$ cat src/rtl/varredura_matriz_pkg.sv
// Shared constants and types for the 7x5 LED matrix column-scan driver.
package varredura_matriz_pkg;

  localparam int N_COL = 5;
  localparam int N_ROW = 7;
  localparam logic [N_COL-1:0] COL_OFF = 5'b11111;

  typedef logic [N_COL*N_ROW-1:0] frame_t;

  // Active-low one-hot column enable for column index idx (0 = column 1).
  function automatic logic [N_COL-1:0] col_sel_n(input logic [2:0] idx);
    col_sel_n = ~(5'b00001 << idx);
  endfunction

endpackage

$ cat src/rtl/varredura_matriz.sv
// Column-scan driver for the 7x5 LED matrix with per-slot blanking and tear-free frame capture.
// Optional blink support is compiled in with `define BLINK_EN.
module varredura_matriz
  import varredura_matriz_pkg::*;
#(
  parameter int SCAN_DIV     = 50000,
  parameter int BLANK_CYCLES = 500,
  parameter int DIV_W        = 16,
  parameter int BLINK_FRAMES = 50
) (
  input  logic             clk,
  input  logic             rst_n,
  input  logic [N_ROW-1:0] coluna1,
  input  logic [N_ROW-1:0] coluna2,
  input  logic [N_ROW-1:0] coluna3,
  input  logic [N_ROW-1:0] coluna4,
  input  logic [N_ROW-1:0] coluna5,
  input  logic             piscar,
  output logic [N_COL-1:0] col_n,
  output logic [N_ROW-1:0] linhas,
  output logic             frame_tick
);

  localparam logic [DIV_W-1:0] CNT_LAST  = DIV_W'(SCAN_DIV - 1);
  localparam logic [DIV_W-1:0] CNT_BLANK = DIV_W'(BLANK_CYCLES);
  localparam logic [2:0]       IDX_LAST  = 3'(N_COL - 1);

  logic [DIV_W-1:0] cnt_q, cnt_d;
  logic [2:0]       idx_q, idx_d;
  frame_t           s1_q, s2_q, shadow_q, shadow_d;
  logic [N_COL-1:0] col_n_q, col_n_d;
  logic [N_ROW-1:0] linhas_q, linhas_d;
  logic             frame_tick_q, frame_tick_d;
  logic             slot_end, boundary, stable, dark_d;
  logic [N_ROW-1:0] col_word [N_COL];

  assign slot_end = (cnt_q == CNT_LAST);
  assign boundary = slot_end && (idx_q == IDX_LAST);
  assign stable   = (s1_q == s2_q);

  always_comb begin
    cnt_d = cnt_q + DIV_W'(1);
    idx_d = idx_q;
    if (slot_end) begin
      cnt_d = '0;
      idx_d = (idx_q == IDX_LAST) ? 3'd0 : idx_q + 3'd1;
    end
  end

  // A change in flight at the boundary makes s1 != s2, so a half-updated frame is never taken.
  assign shadow_d = (boundary && stable) ? s2_q : shadow_q;

  for (genvar gi = 0; gi < N_COL; gi++) begin : g_col
    assign col_word[gi] = shadow_d[gi*N_ROW +: N_ROW];
  end

`ifdef BLINK_EN
  localparam int FCNT_W = (BLINK_FRAMES > 1) ? $clog2(BLINK_FRAMES) : 1;
  localparam logic [FCNT_W-1:0] FCNT_LAST = FCNT_W'(BLINK_FRAMES - 1);

  logic              p1_q, p2_q, pslot_q, pslot_d, phase_q, phase_d;
  logic [FCNT_W-1:0] fcnt_q, fcnt_d;

  always_comb begin
    fcnt_d  = fcnt_q;
    phase_d = phase_q;
    if (boundary) begin
      if (!p2_q) begin
        fcnt_d  = '0;
        phase_d = 1'b0;
      end else if (fcnt_q == FCNT_LAST) begin
        fcnt_d  = '0;
        phase_d = ~phase_q;
      end else begin
        fcnt_d = fcnt_q + FCNT_W'(1);
      end
    end
  end

  // The blink request is only re-evaluated at slot starts so no slot is cut short.
  assign pslot_d = slot_end ? p2_q : pslot_q;
  assign dark_d  = pslot_d && phase_d;

  always_ff @(posedge clk or negedge rst_n) begin
    if (!rst_n) begin
      p1_q    <= 1'b0;
      p2_q    <= 1'b0;
      pslot_q <= 1'b0;
      phase_q <= 1'b0;
      fcnt_q  <= '0;
    end else begin
      p1_q    <= piscar;
      p2_q    <= p1_q;
      pslot_q <= pslot_d;
      phase_q <= phase_d;
      fcnt_q  <= fcnt_d;
    end
  end
`else
  logic unused_piscar;
  assign unused_piscar = piscar;
  assign dark_d        = 1'b0;
`endif

  // Outputs are decoded from next-state so the registered pins line up with cnt_q/idx_q.
  always_comb begin
    frame_tick_d = (idx_d == IDX_LAST) && (cnt_d == CNT_LAST);
    col_n_d      = COL_OFF;
    linhas_d     = '0;
    if (!(cnt_d < CNT_BLANK) && !dark_d) begin
      col_n_d  = col_sel_n(idx_d);
      linhas_d = col_word[idx_d];
    end
  end

  always_ff @(posedge clk or negedge rst_n) begin
    if (!rst_n) begin
      cnt_q        <= '0;
      idx_q        <= '0;
      s1_q         <= '0;
      s2_q         <= '0;
      shadow_q     <= '0;
      col_n_q      <= COL_OFF;
      linhas_q     <= '0;
      frame_tick_q <= 1'b0;
    end else begin
      cnt_q        <= cnt_d;
      idx_q        <= idx_d;
      s1_q         <= {coluna5, coluna4, coluna3, coluna2, coluna1};
      s2_q         <= s1_q;
      shadow_q     <= shadow_d;
      col_n_q      <= col_n_d;
      linhas_q     <= linhas_d;
      frame_tick_q <= frame_tick_d;
    end
  end

  assign col_n      = col_n_q;
  assign linhas     = linhas_q;
  assign frame_tick = frame_tick_q;

endmodule

$ cat config.mk
export PLATFORM = sky130hd
export DESIGN_NAME = varredura_matriz
export DESIGN_NICKNAME = d
export VERILOG_FILES = /design/src/rtl/varredura_matriz_pkg.sv /design/src/rtl/varredura_matriz.sv
export SDC_FILE = /design/constraint.sdc
export NUM_CORES = 1
export LEC_CHECK = 0
export BUFFER_PORTS_ARGS = -buffer_cell sky130_fd_sc_hd__clkbuf_2
export CAP_MARGIN = 25
export CORE_MARGIN = 3
export CORE_UTILIZATION = 35
export CTS_CLUSTER_DIAMETER = 80
export DETAILED_ROUTE_END_ITERATION = 6
export PLACE_DENSITY = 0.58
export SYNTH_ARGS = -nofsm -noshare
export SYNTH_HDL_FRONTEND = slang
export SYNTH_SLANG_ARGS = --single-unit
export TNS_END_PERCENT = 50
$ cat constraint.sdc
create_clock -name clk -period 5.2 [get_ports clk]
set_input_delay 1.04 -clock clk [delete_from_list [all_inputs] [get_ports clk]]
set_output_delay 1.04 -clock clk [all_outputs]
set_load 0.02 [all_outputs]
* Word-level counts from Yosys, hierarchy flattened
Cells that the tools add are included.
** Word-level totals
- Bits in registers :: 137
- Latch bits :: 0
- RAM bits :: 0
- Memory bits (read-only) :: 0
- Input bits :: 38
- Output and inout port bits :: 13
- Word-level logic and storage cells :: 32
- Memories :: 0
** Cells by class
- Add/sub/neg operators :: 2
- Multipliers :: 0
- Divide/modulo/power cells :: 0
- Magnitude comparators :: 2
- Eq/ne operators :: 5
- Shifts and indexed selects :: 1
- Multiplexer cells :: 9
- Bitwise logic cells :: 2
- Reductions and logical operators :: 3
** Operators by type and width (number)
- $eq A35 B35 Y1 :: 1
- $mux W35 :: 1
- $eq A16 B16 Y1 const B :: 2
- $bmux W7 S3 :: 1
- $mux W7 :: 3
- $add A16 B1 Y16 const B :: 1
- $lt A16 B9 Y1 const B :: 1
- $mux W16 :: 1
- $eq A3 B3 Y1 const B :: 2
- $mux W3 :: 2
- $mux W5 :: 1
- $not A5 Y5 :: 1
- $shl A1 B3 Y5 const A :: 1
- $ge A4 B4 Y1 const B :: 1
- $not A3 Y4 :: 1
- $add A3 B1 Y3 const B :: 1
- $logic_and A1 B1 Y1 :: 3

* Logic depth before layout (Yosys ltp)
- Word-level depth :: 8
- Mapped depth :: 10
- Gate-level depth less buffers :: 9

* Worst setup path after synthesis
No wires, ideal clock.
- Path type :: register to register
- Start point :: register cnt_q[11]
- End point :: register linhas_q[1] (netlist: linhas[1])
- Data arrival time :: 2.566 ns
- Slack :: 2.498 ns
- Cell stages (with the launch flop) :: 10
- Clock period less this slack :: 2.702 ns
- Cell sequence :: dfrtp_1 -> or3_1 -> buf_2 -> or3_4 -> nor4_4 -> nand3_4 -> buf_6 -> mux2_4 -> o21ai_1 -> o32ai_1
** Between the ends
- Word-level cells in the longest chain between the ends :: 8
- Elaborated cells between the ends (all ways) :: 13
- Those cells by class :: add/sub: 1; order compare: 1; eq/ne: 1; mux: 7; bitwise: 1; reduce/logical: 2
** Ends and longest elaborated chain
- start: declaration :: RTL line varredura_matriz.sv:28 : logic [DIV_W-1:0] cnt_q, cnt_d;
- start signal: assignment :: RTL line varredura_matriz.sv:127 : cnt_q <= cnt_d;
- $eq A16 B16 Y1 :: RTL line varredura_matriz.sv:37 : assign slot_end = (cnt_q == CNT_LAST);
- $logic_and A1 B1 Y1 :: RTL line varredura_matriz.sv:38 : assign boundary = slot_end && (idx_q == IDX_LAST);
- $logic_and A1 B1 Y1 :: RTL line varredura_matriz.sv:51 : assign shadow_d = (boundary && stable) ? s2_q : shadow_q;
- $mux W35 :: RTL line varredura_matriz.sv:51
- net shadow_d[1] :: RTL line varredura_matriz.sv:30 : frame_t s1_q, s2_q, shadow_q, shadow_d;
- $bmux W7 S3 :: RTL line varredura_matriz.sv:112 : linhas_d = col_word[idx_d];
- $mux W7 (implied by the code) (2 in series) :: RTL line varredura_matriz.sv:112
- $mux W7 :: RTL line varredura_matriz.sv:110 : if (!(cnt_d < CNT_BLANK) && !dark_d) begin
- net linhas_d[1] :: RTL line varredura_matriz.sv:32 : logic [N_ROW-1:0] linhas_q, linhas_d;
- end signal: assignment :: RTL line varredura_matriz.sv:133 : linhas_q <= linhas_d;
- end: declaration :: RTL line varredura_matriz.sv:32
The timed path passes the listed nets, and every way through them passes these cells. The select of a mux whose other input is x is not followed.

* Worst setup path in the final report
- Start point :: register cnt_q[11]
- End point :: register linhas_q[4] (netlist: linhas[4])
The elaborated chain is that of the path after synthesis.

==> qor.tcl <==
set qor(fp.dieW_um) 130
set qor(post_route_cells_drive_above_1_share_pct) 26.3
set qor(crit_path_max_incr_delay_ns) 0.52
set qor(timing.critical_path.cells) {or3_1, or3_4, nor4_4, buf_4, nand3_4, mux2_2, o21ai_0, o32ai_1}
set qor(clock_tree.root_cell) {sky130_fd_sc_hd__clkbuf_16}
set qor(io_buffer_count) 49
set qor(power-per-cell-area_nw_per_um2) 372
set qor(setup_total_negative_slack_ns) 0
set qor(relSlewSlack_pct) 37.8
set qor(post-route-drc-count) 0
set qor(critPathSlowestCell) {sky130_fd_sc_hd__or3_1}
set qor(ir_drop_mv) 0.201
set qor(setup.worst_path.start_class) {register}
set qor(finalNetCount) 515
set qor(layout_worst_path_cycle_share_pct) 66.3
set qor(register_bit_count_reported_by_yosys) 137
set qor(finalCriticalPeriod_ns) 3.45
set qor(rsz0062_at_grt) {false}
set qor(synth_cells) 414
set qor(drt_iter0_markers) 146
set qor(cts_made_buffers) 17
set qor(critPathArrivalTime_ns) 3.74
set qor(clock_path_buffers) 2
set qor(placement_rows) 44
set qor(clk-insertion-delay-late_ns) 0.42
set qor(finClkSkew_ns) 0.0167
set qor(achievable-frequency_mhz) 290
set qor(grt_remaining_overflow) 0
set qor(cts.sinks) 137
set qor(fp.dieArea_um2) 16900
set qor(routedWlPerCell_um) 15.7
set qor(first_global_vias) 3438
set qor(setup.reg_to_reg.worst_slack_ns) 1.75
set qor(cap_violations) 0
set qor(final_gp_congestion) 0.822
set qor(syn-cell-area_um2) 5390
set qor(total_leakage_power_nw) 3.00
set qor(synth_sequential_area_ratio_pct) 63.7
set qor(instances_no_fill) 671
set qor(post_cts_resized) 0
set qor(detail_route.wirelength_um) 10500
set qor(worstReg2RegStart) {cnt_q[11]$_DFF_PN0_}
set qor(drt.antenna.violating_nets) 0
set qor(setup.worst_path.class) {reg -> reg}
set qor(grt_antenna_before_repair) 0
set qor(r2r_cells) 8
set qor(hold_class) {reg -> reg}
set qor(worst_hold_end) {s2_q[33]$_DFF_PN0_}
set qor(design.core.area_um2) 14800
set qor(synth_enable_flop_cells) 0
set qor(ctsHoldBuffers) 0
set qor(ys_dominant_reg_cell) {sky130_fd_sc_hd__dfrtp_1}
set qor(firstDrtPassIters) 6
set qor(status) {finished clean}
set qor(yosysUniqueCellTypes) 47
set qor(die_h_um) 130
set qor(critPathCaptureType) {register}
set qor(synthesis.nets) 455
set qor(ios) 51
set qor(hold-path-cell-count) 0
set qor(area_growth_syn_to_layout_pct) 20.3
set qor(final-max-slew-violation-count) 0
set qor(place_inst) 637
set qor(grt_start_max_net_pins) 107
set qor(ys_warn_count) 0
set qor(grt.total_usage_pct) 13.7
set qor(reg2reg_to) {linhas[4]$_DFF_PN0_}
set qor(htreeDepth) 4
set qor(antenna_cells_inserted) 0
set qor(post-cts-setup-buffers) 0
set qor(timing_hold_violations_final) 0
set qor(worstPathRequired_ns) 5.49
set qor(path_clk_slew_ns) 0.06
set qor(syn_avg_cell_area_um2) 13.0
set qor(finalCoreUtilization_pct) 43.8
set qor(cp_max_fo) 35
set qor(vias_per_cell) 4.91
set qor(initial_core_util_pct) 36.4
set qor(synth-async-reset-ratio_pct) 100
set qor(slew_of_the_pin_with_the_lowest_slew_margin_ns) 0.929
set qor(timing.hold.ws_ns) 0.395
set qor(setup-violations-final) 0
set qor(hold_path.startpoint) {s1_q[33]$_DFF_PN0_}
set qor(routed-via-count) 3294
set qor(hpwlAfterDp_um) 7060
set qor(first_pass_grt_wire_length_um) 17700
set qor(clock_tree_from_tritoncts) {done}
registers in the layout, indices dropped and copies added (netlist names):
| register | count |
|---|---|
| s1_q | 35 |
| s2_q | 35 |
| shadow_q | 35 |
| cnt_q | 16 |
| linhas | 7 |
| col_n | 5 |
| idx_q | 3 |
| frame_tick | 1 |
worst max-delay path by stage:
stage | end | from | cells after the start
5_1_grt | linhas[4]$_DFF_PN0_ | cnt_q[11]$_DFF_PN0_ | 8
6_report | linhas[4]$_DFF_PN0_ | cnt_q[11]$_DFF_PN0_ | 8
3_5_place_dp | linhas[4]$_DFF_PN0_ | cnt_q[11]$_DFF_PN0_ | 8
4_1_cts | linhas[4]$_DFF_PN0_ | cnt_q[11]$_DFF_PN0_ | 8
3_3_place_gp | linhas[4]$_DFF_PN0_ | cnt_q[11]$_DFF_PN0_ | 8
2_1_floorplan | linhas[1]$_DFF_PN0_ | cnt_q[11]$_DFF_PN0_ | 9
power breakdown:
group	internal [W]	switching (W)	leakage (nW)	total [W]
sequential	0.00109	0.0000209	1.72	0.00112
combinational	0.0000308	0.0000338	0.987	0.0000647
clock	0.000771	0.000461	0.290	0.00123
total	0.00190	0.000516	3.00	0.00241
logic make-up (layout without fill, tap and decap cells):
| kind of cell | Yosys count | in the layout | share of synthesized area [%] |
|---|---|---|---|
| multiplexers | 36 | 36 | 7.48 |
| AND/OR/NAND/NOR | 95 | 95 | 10.2 |
| buffers and inverters | 40 | 113 | 3.06 |
| AO/OA/AOI/OAI | 57 | 57 | 7.31 |
| adder cells (fa/ha/maj) | 3 | 3 | 0.697 |
| flip-flops | 137 | 137 | 63.7 |
| XOR/XNOR | 46 | 46 | 7.48 |
metal layers:
layer,share of wire (%),wire [um],GRT usage (%)
met5,0,0,0
met4,1.0,110,5.07
met3,4.0,423,4.30
met2,49,5190,21.2
met1,46,4830,18.1
worst max-delay path, delay by kind of cell (launching register included):
family	cells	cell delay [ns]
buffers and inverters	1	0.25
multiplexers	1	0.40
flip-flops	1	0.45
AO/OA/AOI/OAI	2	0.54
AND/OR/NAND/NOR	4	1.69
area by class of cell:
type	count	area, um2
fill	1328	8330
sequential	137	3430
multi-input combinational	237	1800
clock buffer	19	443
timing repair buffer	54	309
tap	184	230
clock inverter	13	170
inverter	27	101
through the flow:
step	worst slack, ns	total power [W]	instance area, um2
final	1.75	0.00241	6480
after global placement	1.79	0.00120	5840
after CTS	1.75	0.00244	6450
after floorplan	2.50	0.00115	5390
after detailed placement	1.79	0.00120	5840
after global routing	1.56	0.00250	6480
cells in the mapped netlist (all sizes together), types with 2 or more instances:
cell type    n  area (um2)
o21a         2        15.0
nor4b        2        17.5
nor4         6        52.6
nor2b        5        31.3
nand3        8        52.6
o32ai        7        61.3
nand4       15        93.8
xor2         7        61.3
nor2        21        78.8
a31oi       15        93.8
o22a         9        78.8
xnor2       39         342
or3          2        17.5
a21oi        4        20.0
buf          5        33.8
o21ai       12        60.1
or2          4        25.0
or4          3        22.5
a211oi       2        15.0
nand2        9        33.8
clkbuf       8        30.0
nand2b       3        18.8
dfstp        5         131
dfrtp      132        3300
ha           3        37.5
and3         3        18.8
nor3         9        45.0
mux2i        8        80.1
nand4b       2        17.5
inv         27         101
mux2        28         323
placed cells by master, fill, tap and decap left out, drive strengths merged, types with 2 or more instances in the layout:
master	instances
dfrtp	132
clkbuf	67
xnor2	39
inv	29
mux2	28
nor2	21
nand4	15
a31oi	15
o21ai	12
nand2	9
nor3	9
o22a	9
mux2i	8
nand3	8
xor2	7
o32ai	7
nor4	6
buf	6
nor2b	5
dfstp	5
clkinv	5
or2	4
a21oi	4
and3	3
or4	3
nand2b	3
ha	3
bufinv	3
clkinvlp	3
o21a	2
nor4b	2
nand4b	2
a211oi	2
or3	2
Power figures use the tool's default switching activity.
